**src/rtl/cont_pkg.sv**
```systemverilog
// Shared constants and FSM state type for the cont_* counter family.
package cont_pkg;

  localparam logic CNT_WRAP    = 1'b0;
  localparam logic CNT_ONESHOT = 1'b1;

  typedef enum logic {
    ST_RUN  = 1'b0,
    ST_HALT = 1'b1
  } cnt_state_t;

endpackage

```
**src/rtl/cont_next_val.sv**
```systemverilog
// Combinational next-count and terminal detect for a modulo-MODULO up/down counter.
module cont_next_val #(
  parameter int WIDTH  = 4,
  parameter int MODULO = 16
) (
  input  logic [WIDTH-1:0] q,
  input  logic             up_down,
  output logic [WIDTH-1:0] nxt,
  output logic             at_term
);

  localparam logic [WIDTH-1:0] MAXV = WIDTH'(MODULO - 1);

  // Explicit wrap at the terminal value keeps Q inside 0..MODULO-1 for non-power-of-two moduli.
  always_comb begin
    if (up_down) begin
      at_term = (q == MAXV);
      nxt     = at_term ? '0 : q + WIDTH'(1);
    end else begin
      at_term = (q == '0);
      nxt     = at_term ? MAXV : q - WIDTH'(1);
    end
  end

endmodule

```
**src/rtl/cont_nbits_updown.sv**
```systemverilog
// WIDTH-bit modulo-MODULO up/down counter with saturating load, wrap/one-shot modes and TC.
module cont_nbits_updown
  import cont_pkg::*;
#(
  parameter int WIDTH  = 4,
  parameter int MODULO = 16
) (
  input  logic             clk,
  input  logic             reset,
  input  logic             enable,
  input  logic             up_down,
  input  logic             mode,
  input  logic             load,
  input  logic [WIDTH-1:0] d,
  output logic [WIDTH-1:0] Q,
  output logic             TC,
  output logic             done
);

  if (WIDTH < 1 || MODULO < 2 || MODULO > 2 ** WIDTH) begin : g_param_check
    $error("cont_nbits_updown: MODULO must satisfy 2 <= MODULO <= 2**WIDTH");
  end

  localparam logic [WIDTH:0]   MOD_EXT = (WIDTH + 1)'(MODULO);
  localparam logic [WIDTH-1:0] MAXV    = WIDTH'(MODULO - 1);

  cnt_state_t       state;
  logic [WIDTH-1:0] nxt;
  logic             at_term;
  logic [WIDTH-1:0] load_val;

  cont_next_val #(
    .WIDTH  (WIDTH),
    .MODULO (MODULO)
  ) u_next (
    .q       (Q),
    .up_down (up_down),
    .nxt     (nxt),
    .at_term (at_term)
  );

  assign load_val = ({1'b0, d} >= MOD_EXT) ? MAXV : d;
  assign TC       = enable & at_term & (state == ST_RUN);

  always_ff @(posedge clk) begin
    if (reset) begin
      Q     <= '0;
      done  <= 1'b0;
      state <= ST_RUN;
    end else if (load) begin
      Q     <= load_val;
      done  <= 1'b0;
      state <= ST_RUN;
    end else if (enable && state == ST_RUN) begin
      if (at_term && mode == CNT_ONESHOT) begin
        state <= ST_HALT;
        done  <= 1'b1;
      end else begin
        Q <= nxt;
      end
    end
  end

endmodule

```
**config.mk**
```make
export PLATFORM = sky130hd
export DESIGN_NAME = cont_nbits_updown
export DESIGN_NICKNAME = d
export VERILOG_FILES = /design/src/rtl/cont_pkg.sv /design/src/rtl/cont_next_val.sv /design/src/rtl/cont_nbits_updown.sv
export SDC_FILE = /design/constraint.sdc
export NUM_CORES = 1
export LEC_CHECK = 0
export CORE_AREA = 3 3 40 42
export CTS_CLUSTER_SIZE = 12
export DETAILED_ROUTE_END_ITERATION = 8
export DIE_AREA = 0 0 43 45
export PLACE_DENSITY_LB_ADDON = 0.1
export SLEW_MARGIN = 20
export SYNTH_ARGS = -nofsm -noshare
export SYNTH_HDL_FRONTEND = slang
export SYNTH_SLANG_ARGS = --single-unit
```
**constraint.sdc**
```tcl
create_clock -name clk -period 2 [get_ports clk]
set_clock_uncertainty 0.2 [all_clocks]
set_input_delay 0.3 -clock clk [delete_from_list [all_inputs] [get_ports clk]]
set_output_delay 0.3 -clock clk [all_outputs]
set_load 0.05 [all_outputs]
```
# Word-level counts from Yosys, hierarchy flattened
# Cells that the tools add are included.
# classes
n_mul	0
n_eq_ne	2
n_mux	7
bitwise_logic	3
shifts	0
reduce_logical	7
n_addsub	2
div	0
order_cmp	0
# op_table
cell	n
4-bit 2-to-1 mux	6
4-bit by 1-bit adder with 4-bit output, second input constant	1
4-bit equality test, second input constant	1
4-bit logical NOT	1
2-bit AND reduction	2
4-bit by 1-bit subtractor with 4-bit output, second input constant	1
1-bit AND	2
1-bit logical AND	2
2-bit != test, second input constant	1
2-bit nonzero test	1
2-bit OR reduction	1
1-bit 2-to-1 mux	1
1-bit NOT	1
# word_totals
romBits	0
mem_bits_rw	0
reg_bits	5
mem_count	0
latch_bits	0

# Logic depth before layout (Yosys ltp)
# Gate-level depths: netlist of the first run.
# logic_depth
word_depth	6
ltp_mapped	7
mapped_depth_nobuf	6

# Hierarchy
# Synthesis of the first run repeated with hierarchy kept, for this count alone.
# hier_totals
hier_cells	48
hier_area_um2	401.6
# by_module_without_submodules
module	cells_per_inst	n_inst	seq_area_each_um2	area_per_inst_um2
cont_nbits_updown	25	1	100.1	249.0
cont_next_val	23	1	0.0	152.6

# Least setup slack after synthesis of the first run
# OpenSTA, ideal clock, no wires.
# synth_path
path_type	register -> register
startpoint	reg Q[0]
endpoint	reg Q[2]
t_arrival_ns	2.274
period_less_slack_ns	2.565
path_stages_with_launch	8
required_ns	1.709
slack_ns	-0.565
path_cell_list	dfxtp_1 -> clkbuf_1 -> inv_1 -> ha_1 -> nor4b_2 -> o21a_4 -> or4_1 -> a311oi_1
# synth_via
elab_chain_len	6
# synth_rtl
item	line_no	source
from (decl)	cont_nbits_updown.sv:15	output logic [WIDTH-1:0] Q,
from (signal assigned)	cont_nbits_updown.sv:51	Q <= load_val;
from (signal assigned)	cont_nbits_updown.sv:59	Q <= nxt;
4-bit by 1-bit subtractor with 4-bit output (tied with other cells)	cont_next_val.sv:21	nxt = at_term ? MAXV : q - WIDTH'(1);
4-bit 2-to-1 mux, on equally long branches	cont_next_val.sv:21, cont_next_val.sv:18	
4-bit 2-to-1 mux	cont_next_val.sv:16	if (up_down) begin
4-bit 2-to-1 mux	cont_nbits_updown.sv:55	if (at_term && mode == CNT_ONESHOT) begin
4-bit 2-to-1 mux	cont_nbits_updown.sv:54	end else if (enable && state == ST_RUN) begin
4-bit 2-to-1 mux	cont_nbits_updown.sv:50	end else if (load) begin
# Parallel ways exist; a longest one is shown, timed or not. The select of a mux whose other input is x is not followed.
# A chain may end at the register's enable or synchronous reset.

# Final worst setup path of the first run
# layout_path
startpoint	reg Q[0]
endpoint	out TC
# layout_via
elab_chain_len	4
# layout_rtl
item	line_no	source
4-bit equality test or 4-bit logical NOT (tied branches)	cont_next_val.sv:17, cont_next_val.sv:20	
1-bit 2-to-1 mux *	cont_next_val.sv:16	
1-bit AND * (2 in series)	cont_nbits_updown.sv:43	assign TC = enable & at_term & (state == ST_RUN);
to (decl)	cont_nbits_updown.sv:16	output logic TC,
# Every way passes the cells marked *; elsewhere a longest branch is shown, timed or not.

==> flow_metrics.tcl, run 1 <==
set metrics [dict create \
    outcome "complete, no violations" \
    hold_depth 2 \
    seq_area_um2 110 \
    path_cells "inv_4 -> ha_4 -> nor4b_4 -> nor2_1 -> nor2_2 -> buf_12" \
    critPathMaxFanout 6 \
    slew_headroom_pct 66.9 \
    max_cap_violations 0 \
    grt_first_pass_wirelength_um 1860 \
    p_int_mw 0.266 \
    routed_wl_um 1160 \
    ant_nets 0 \
    diodes 0 \
    rsz0062_at_grt "yes" \
    place.gp.congestion 0.739 \
    syn_area_per_cell_um2 8.13 \
    p_switching_mw 0.143 \
    syn_nets 66 \
    synth_top_cell_by_area "dfxtp_1" \
    cts_buffer_depth 2 \
    crit_type "register to output pin" \
    power_frac_comb_pct 40.5 \
    die_y_um 45 \
    grt.overflow.total 0 \
    drc 0 \
    initialDrtViolationCount 5 \
    synth.top_cell.area_share_pct 22.8 \
    ys_top_cells_by_area "dfxtp_1, or4_1, a21oi_1, ha_1, inv_1" \
    period_needed_ps 1980 \
    cellPowerDensity_mw_per_mm2 555 \
    slowest_stage "dfxtp_4" \
    drt-pass1-iter-count 4 \
    crit_path_start_kind "register" \
    netSwitchingFraction_pct 34.9 \
    syn_area_um2 439 \
    hold_viol 0 \
    fmax_mhz 505 \
    port_buffers 15 \
    hold_start "state" \
    synth-seq-cells 5 \
    peakVddDrop_mv 0.410 \
    cts_buffers 3 \
    slowest_delay_ps 360 \
    synth-main-ff-cell "dfxtp_1" \
    drive_gt1_share_pct 40.5 \
    via_per_inst 5.24 \
    start_util_pct 34.2 \
    ys_warn_count 0 \
    syn_to_final_growth_pct 67.5 \
    fin_tns_setup_ps 0 \
    critical_path.top_delay_family "simple AND/OR/NAND/NOR gates" \
    clk_pin_slew_ps 50 \
    wl_met3_um 41 \
    path_buf_inv 2 \
    drv_slew 0 \
    sequentialPowerShare_pct 30.5 \
    wl_per_cell_um 12.3 \
    dieWidth_um 43 \
    r2r.worst_path.cells 5 \
    r2r-end "Q[2]" \
    antenna_found_initial 0 \
    nets 92 \
    met2WireLength_um 544 \
    wl_met1_um 564 \
    p_leak_nw 0.310 \
    htree_levels 1 \
    tightest_slew_ps 495 \
    async_flop_share_pct 0 \
    grt_pass1_vias 427 \
    totalPowerFinal_mw 0.409 \
    fillers 136 \
    cts_sinks 5 \
    synthDistinctLibCells 31 \
    cts_tree "built" \
    yosysSeqAreaShare_pct 22.8 \
    synth_edf_count 0 \
    hold_class "register to register" \
    r2r-start "Q[0]" \
    finalCritPeriodShare_pct 99.0 \
    crit_required_ps 1500 \
    grt_max_degree 11 \
    highest_layer "met4" \
    vias 493 \
    worstSkewPairLatency_ps 250 \
    track_usage_pct 12.7 \
    rows 13 \
    multi_input_area_um2 325 \
    cts_root_buf "clkbuf_4" \
    crit_path_end_kind "output pin" \
    setup_viol 0 \
    pin_count 16 \
    dieArea_mm2 0.00194 \
    dp_hpwl_um 874 \
    coreArea_mm2 0.00128 \
    holdPathEnd "state" \
    clkPwrFrac_pct 29.0 \
    reg2reg_slack_ps 90 \
    syn_inst 54 \
    cp.arrival_ps 1480 \
]
per-layer routing:
metal | vias up | GRT usage [%]
li1 | 256 | -
met2 | 10 | 20.1
met1 | 225 | 16.3
met3 | 2 | 2.39
met5 | - | 0
met4 | 0 | 7.23
kinds of logic (layout without fill, tap and decap cells):
| family | Yosys count | in the layout | synth area share (%) |
|---|---|---|---|
| AND/OR/NAND/NOR | 18 | 18 | 27.4 |
| multiplexers | 1 | 1 | 2.28 |
| XOR/XNOR | 1 | 1 | 1.99 |
| AO/OA/AOI/OAI | 17 | 17 | 29.3 |
| buffers and inverters | 10 | 35 | 10.5 |
| adder cells (fa/ha/maj) | 2 | 2 | 5.70 |
| flip-flops | 5 | 5 | 22.8 |
stage by stage:
step	cell area, µm²	cells	hold WS (ps)	util, %	setup WS (ps)
2_1_floorplan	485	54	165	-	-57.0
3_3_place_gp	681	88	312	53.0	-197
3_5_place_dp	681	88	307	53.0	-212
4_1_cts	709	92	321	55.2	13.4
5_1_grt	736	94	365	57.3	-52.8
6_report	736	94	321	57.3	20.8
layout make-up:
type,instances,share of cell area (%)
sequential,5,15.0
multi-input combinational,39,44.2
timing repair buffer,25,31.1
inverter,6,3.40
clock inverter,1,0.680
tap,15,2.55
clock buffer,3,3.06
placed cells by master, fill, tap and decap left out, drive strengths merged, types with 3 or more instances in the layout:
cell and n:
dfxtp 5, o31a 3, or4 4, clkbuf 3
buf 14, nor2 5, clkdlybuf4s50 9, a21oi 5
inv 6
repair_timing:
| item | CTS | global route |
|---|---|---|
| resized for setup | 2 | 2 |
| setup endpoints to repair | 1 | 2 |
| hold buffers | 0 | 0 |
| setup buffers | 0 | 2 |
| pin swaps | 0 | 3 |
| gates cloned | 0 | 0 |
worst min-delay path, cell delays in order, from the launching register on:
cell	delay, ps
dfxtp_1	310
a21oi_1	110
nor3_1	50
flip-flops by register name, summed over array words and instances (netlist names):
name   count
state      1
Q          4
worst max path at each step:
stage                 start   end  slack [ps]  cells after the start
floorplan              Q[0]  Q[0]         -60                      7
global placement    up_down  Q[2]        -200                      5
detailed placement  up_down  Q[2]        -210                      5
CTS                    Q[1]    TC          10                      6
global route           Q[0]    TC         -50                      6
finish                 Q[0]    TC          20                      6
Yosys cell counts, types with 2 or more instances:
cell type	number
inv_1	6
a21oi_1	5
dfxtp_1	5
nor2_1	5
or4_1	4
clkbuf_1	2
ha_1	2
o31a_1	2
power groups by stage:
stage               logic (mW)  clock network [mW]  registers [mW]
detailed placement       0.157                   0           0.128
CTS                      0.157               0.124           0.126
global placement         0.157                   0           0.128
finish                   0.166               0.118           0.125
floorplan               0.0811                   0           0.145
global route             0.178               0.133           0.126
Power figures use the tool's default switching activity.
==> run 2, diff against run 1 <==
clock period = 2.35 ns   (was 2 ns; I/O delays follow)
==> flow_metrics.tcl, run 2 (same netlist as run 1, synthesis figures left out) <==
set metrics [dict create \
    start_util_pct 34.2 \
    p_leak_nw 0.254 \
    nets 86 \
    pre_cts_slack_ps 38.9 \
    diodes 0 \
    coreArea_mm2 0.00128 \
    grt_use_met1_pct 14.5 \
    worstSkewPairLatency_ps 240 \
    dpl_cell_area_um2 628 \
    placed_cells 84 \
    slowest_stage "clkdlybuf4s50_1" \
    grt_first_pass_wirelength_um 1560 \
    period_needed_ps 2180 \
    setup_ws_ps 174 \
    drive_gt1_share_pct 19.2 \
    largest_register_ffs 4 \
    peakVddDrop_mv 0.321 \
    mostFrequentLayoutCell "clkdlybuf4s50_1" \
    tightest_slew_ps 494 \
    slew_headroom_pct 67.0 \
    die_y_um 45 \
    top_usage_layer "met2" \
    cts_setup_buffers 0 \
    instances_no_fill 88 \
    port_buffers 15 \
    outcome "complete, no violations" \
    largestRegisters "Q: 4 flops, state: 1 flops" \
    setup_viol 0 \
    hold_buffers 0 \
    cp.arrival_ps 1620 \
    grt_pass1_vias 378 \
    vias 452 \
    dieArea_mm2 0.00194 \
    place.gp.congestion 0.751 \
    grt_max_degree 11 \
    htree_levels 1 \
    met2_usage_pct 15.9 \
    critical_path.top_delay_family "buffers and inverters" \
    crit_path_start_kind "register" \
    critPathMaxFanout 10 \
    finalCritPeriodShare_pct 92.6 \
    initialDrtViolationCount 10 \
    fin_tns_setup_ps 0 \
    hold_class "register to register" \
    rsz0062_at_grt "no" \
    via_per_inst 5.14 \
    cts_tree "built" \
    track_usage_pct 10.9 \
    dieWidth_um 43 \
    clk_pin_slew_ps 40 \
    syn_to_final_growth_pct 49.0 \
    path_buf_inv 1 \
    top_register "Q" \
    drt-pass1-iter-count 3 \
    cts_sinks 5 \
    hold_viol 0 \
    final_area_um2 654 \
    ctsResizeCount 0 \
    cellPowerDensity_mw_per_mm2 496 \
    max_cap_violations 0 \
    dp_hpwl_um 783 \
    ant_nets 0 \
    routed_wl_um 1030 \
    hold_ws_ps 323 \
    wl_per_cell_um 11.7 \
    drv_slew 0 \
    cts_root_buf "clkbuf_4" \
    drc 0 \
    fillers 126 \
    slowest_delay_ps 870 \
    grt.overflow.total 0 \
    grt.met3_usage_pct 1.20 \
    crit_path_end_kind "output pin" \
    most-common-layout-cells "clkdlybuf4s50_1, inv_1, a21oi_1" \
    crit_required_ps 1800 \
    rows 13 \
    crit_type "register to output pin" \
    antenna_found_initial 0 \
    path_cells "clkdlybuf4s50_1" \
    cts_buffers 3 \
    cts_buffer_depth 2 \
    fmax_mhz 459 \
    pin_count 16 \
]
-- run 2: cell types whose count changed in the layout (fill, tap and decap cells not counted), sizes merged --
cell,previous run,this run
clkdlybuf4s50,9,14
buf,14,5
dlymetal6s2s,1,0
dlygate4sd2,1,0
clkbuf,3,4
clkinv,1,0
-- run 2: cell type report --
type	instances	area [µm²]	area share [%]
clock buffers	4	26.3	4.02
inverters	6	22.5	3.44
flip-flops and latches	5	101	15.5
repair buffers	19	190	29.1
well taps	15	18.8	2.87
multi-input cells	39	295	45.1
-- run 2: worst reg2reg max path: cells and delay by family (launching register included) --
| family | cells | cell delay (ps) |
|---|---|---|
| AND/OR/NAND/NOR | 2 | 640 |
| adder cells (fa/ha/maj) | 1 | 220 |
| flip-flops | 1 | 410 |
| AO/OA/AOI/OAI | 2 | 480 |
| buffers and inverters | 1 | 70 |
-- run 2: metal layers --
metal	vias up	wire (µm)
li1	241	-
met1	197	532
met2	12	435
met3	2	49
met4	0	14
met5	-	0
-- run 2: worst paths after layout --
check / start / endpoint / slack (ps) / cells after the start
worst max-delay path: Q[2] / Q[2] / 170 / 1
worst min-delay path: state / state / 320 / 2
worst max register to register: Q[0] / Q[2] / 230 / 6
worst min register to register: state / state / 320 / 2
-- run 2: through the flow --
| stage | total power, mW | util [%] |
|---|---|---|
| 2_1_floorplan | 0.181 | - |
| 3_3_place_gp | 0.227 | 48.9 |
| 3_5_place_dp | 0.227 | 48.9 |
| 4_1_cts | 0.330 | 50.9 |
| 5_1_grt | 0.346 | 50.9 |
| 6_report | 0.325 | 50.9 |
-- run 2: report_power, final --
part | switching (mW) | leakage (nW) | internal, mW | total, mW
sequential | 0.0133 | 0.0416 | 0.0920 | 0.105
combinational | 0.0608 | 0.197 | 0.0594 | 0.120
clock | 0.0350 | 0.0150 | 0.0642 | 0.0992
total | 0.109 | 0.254 | 0.216 | 0.325
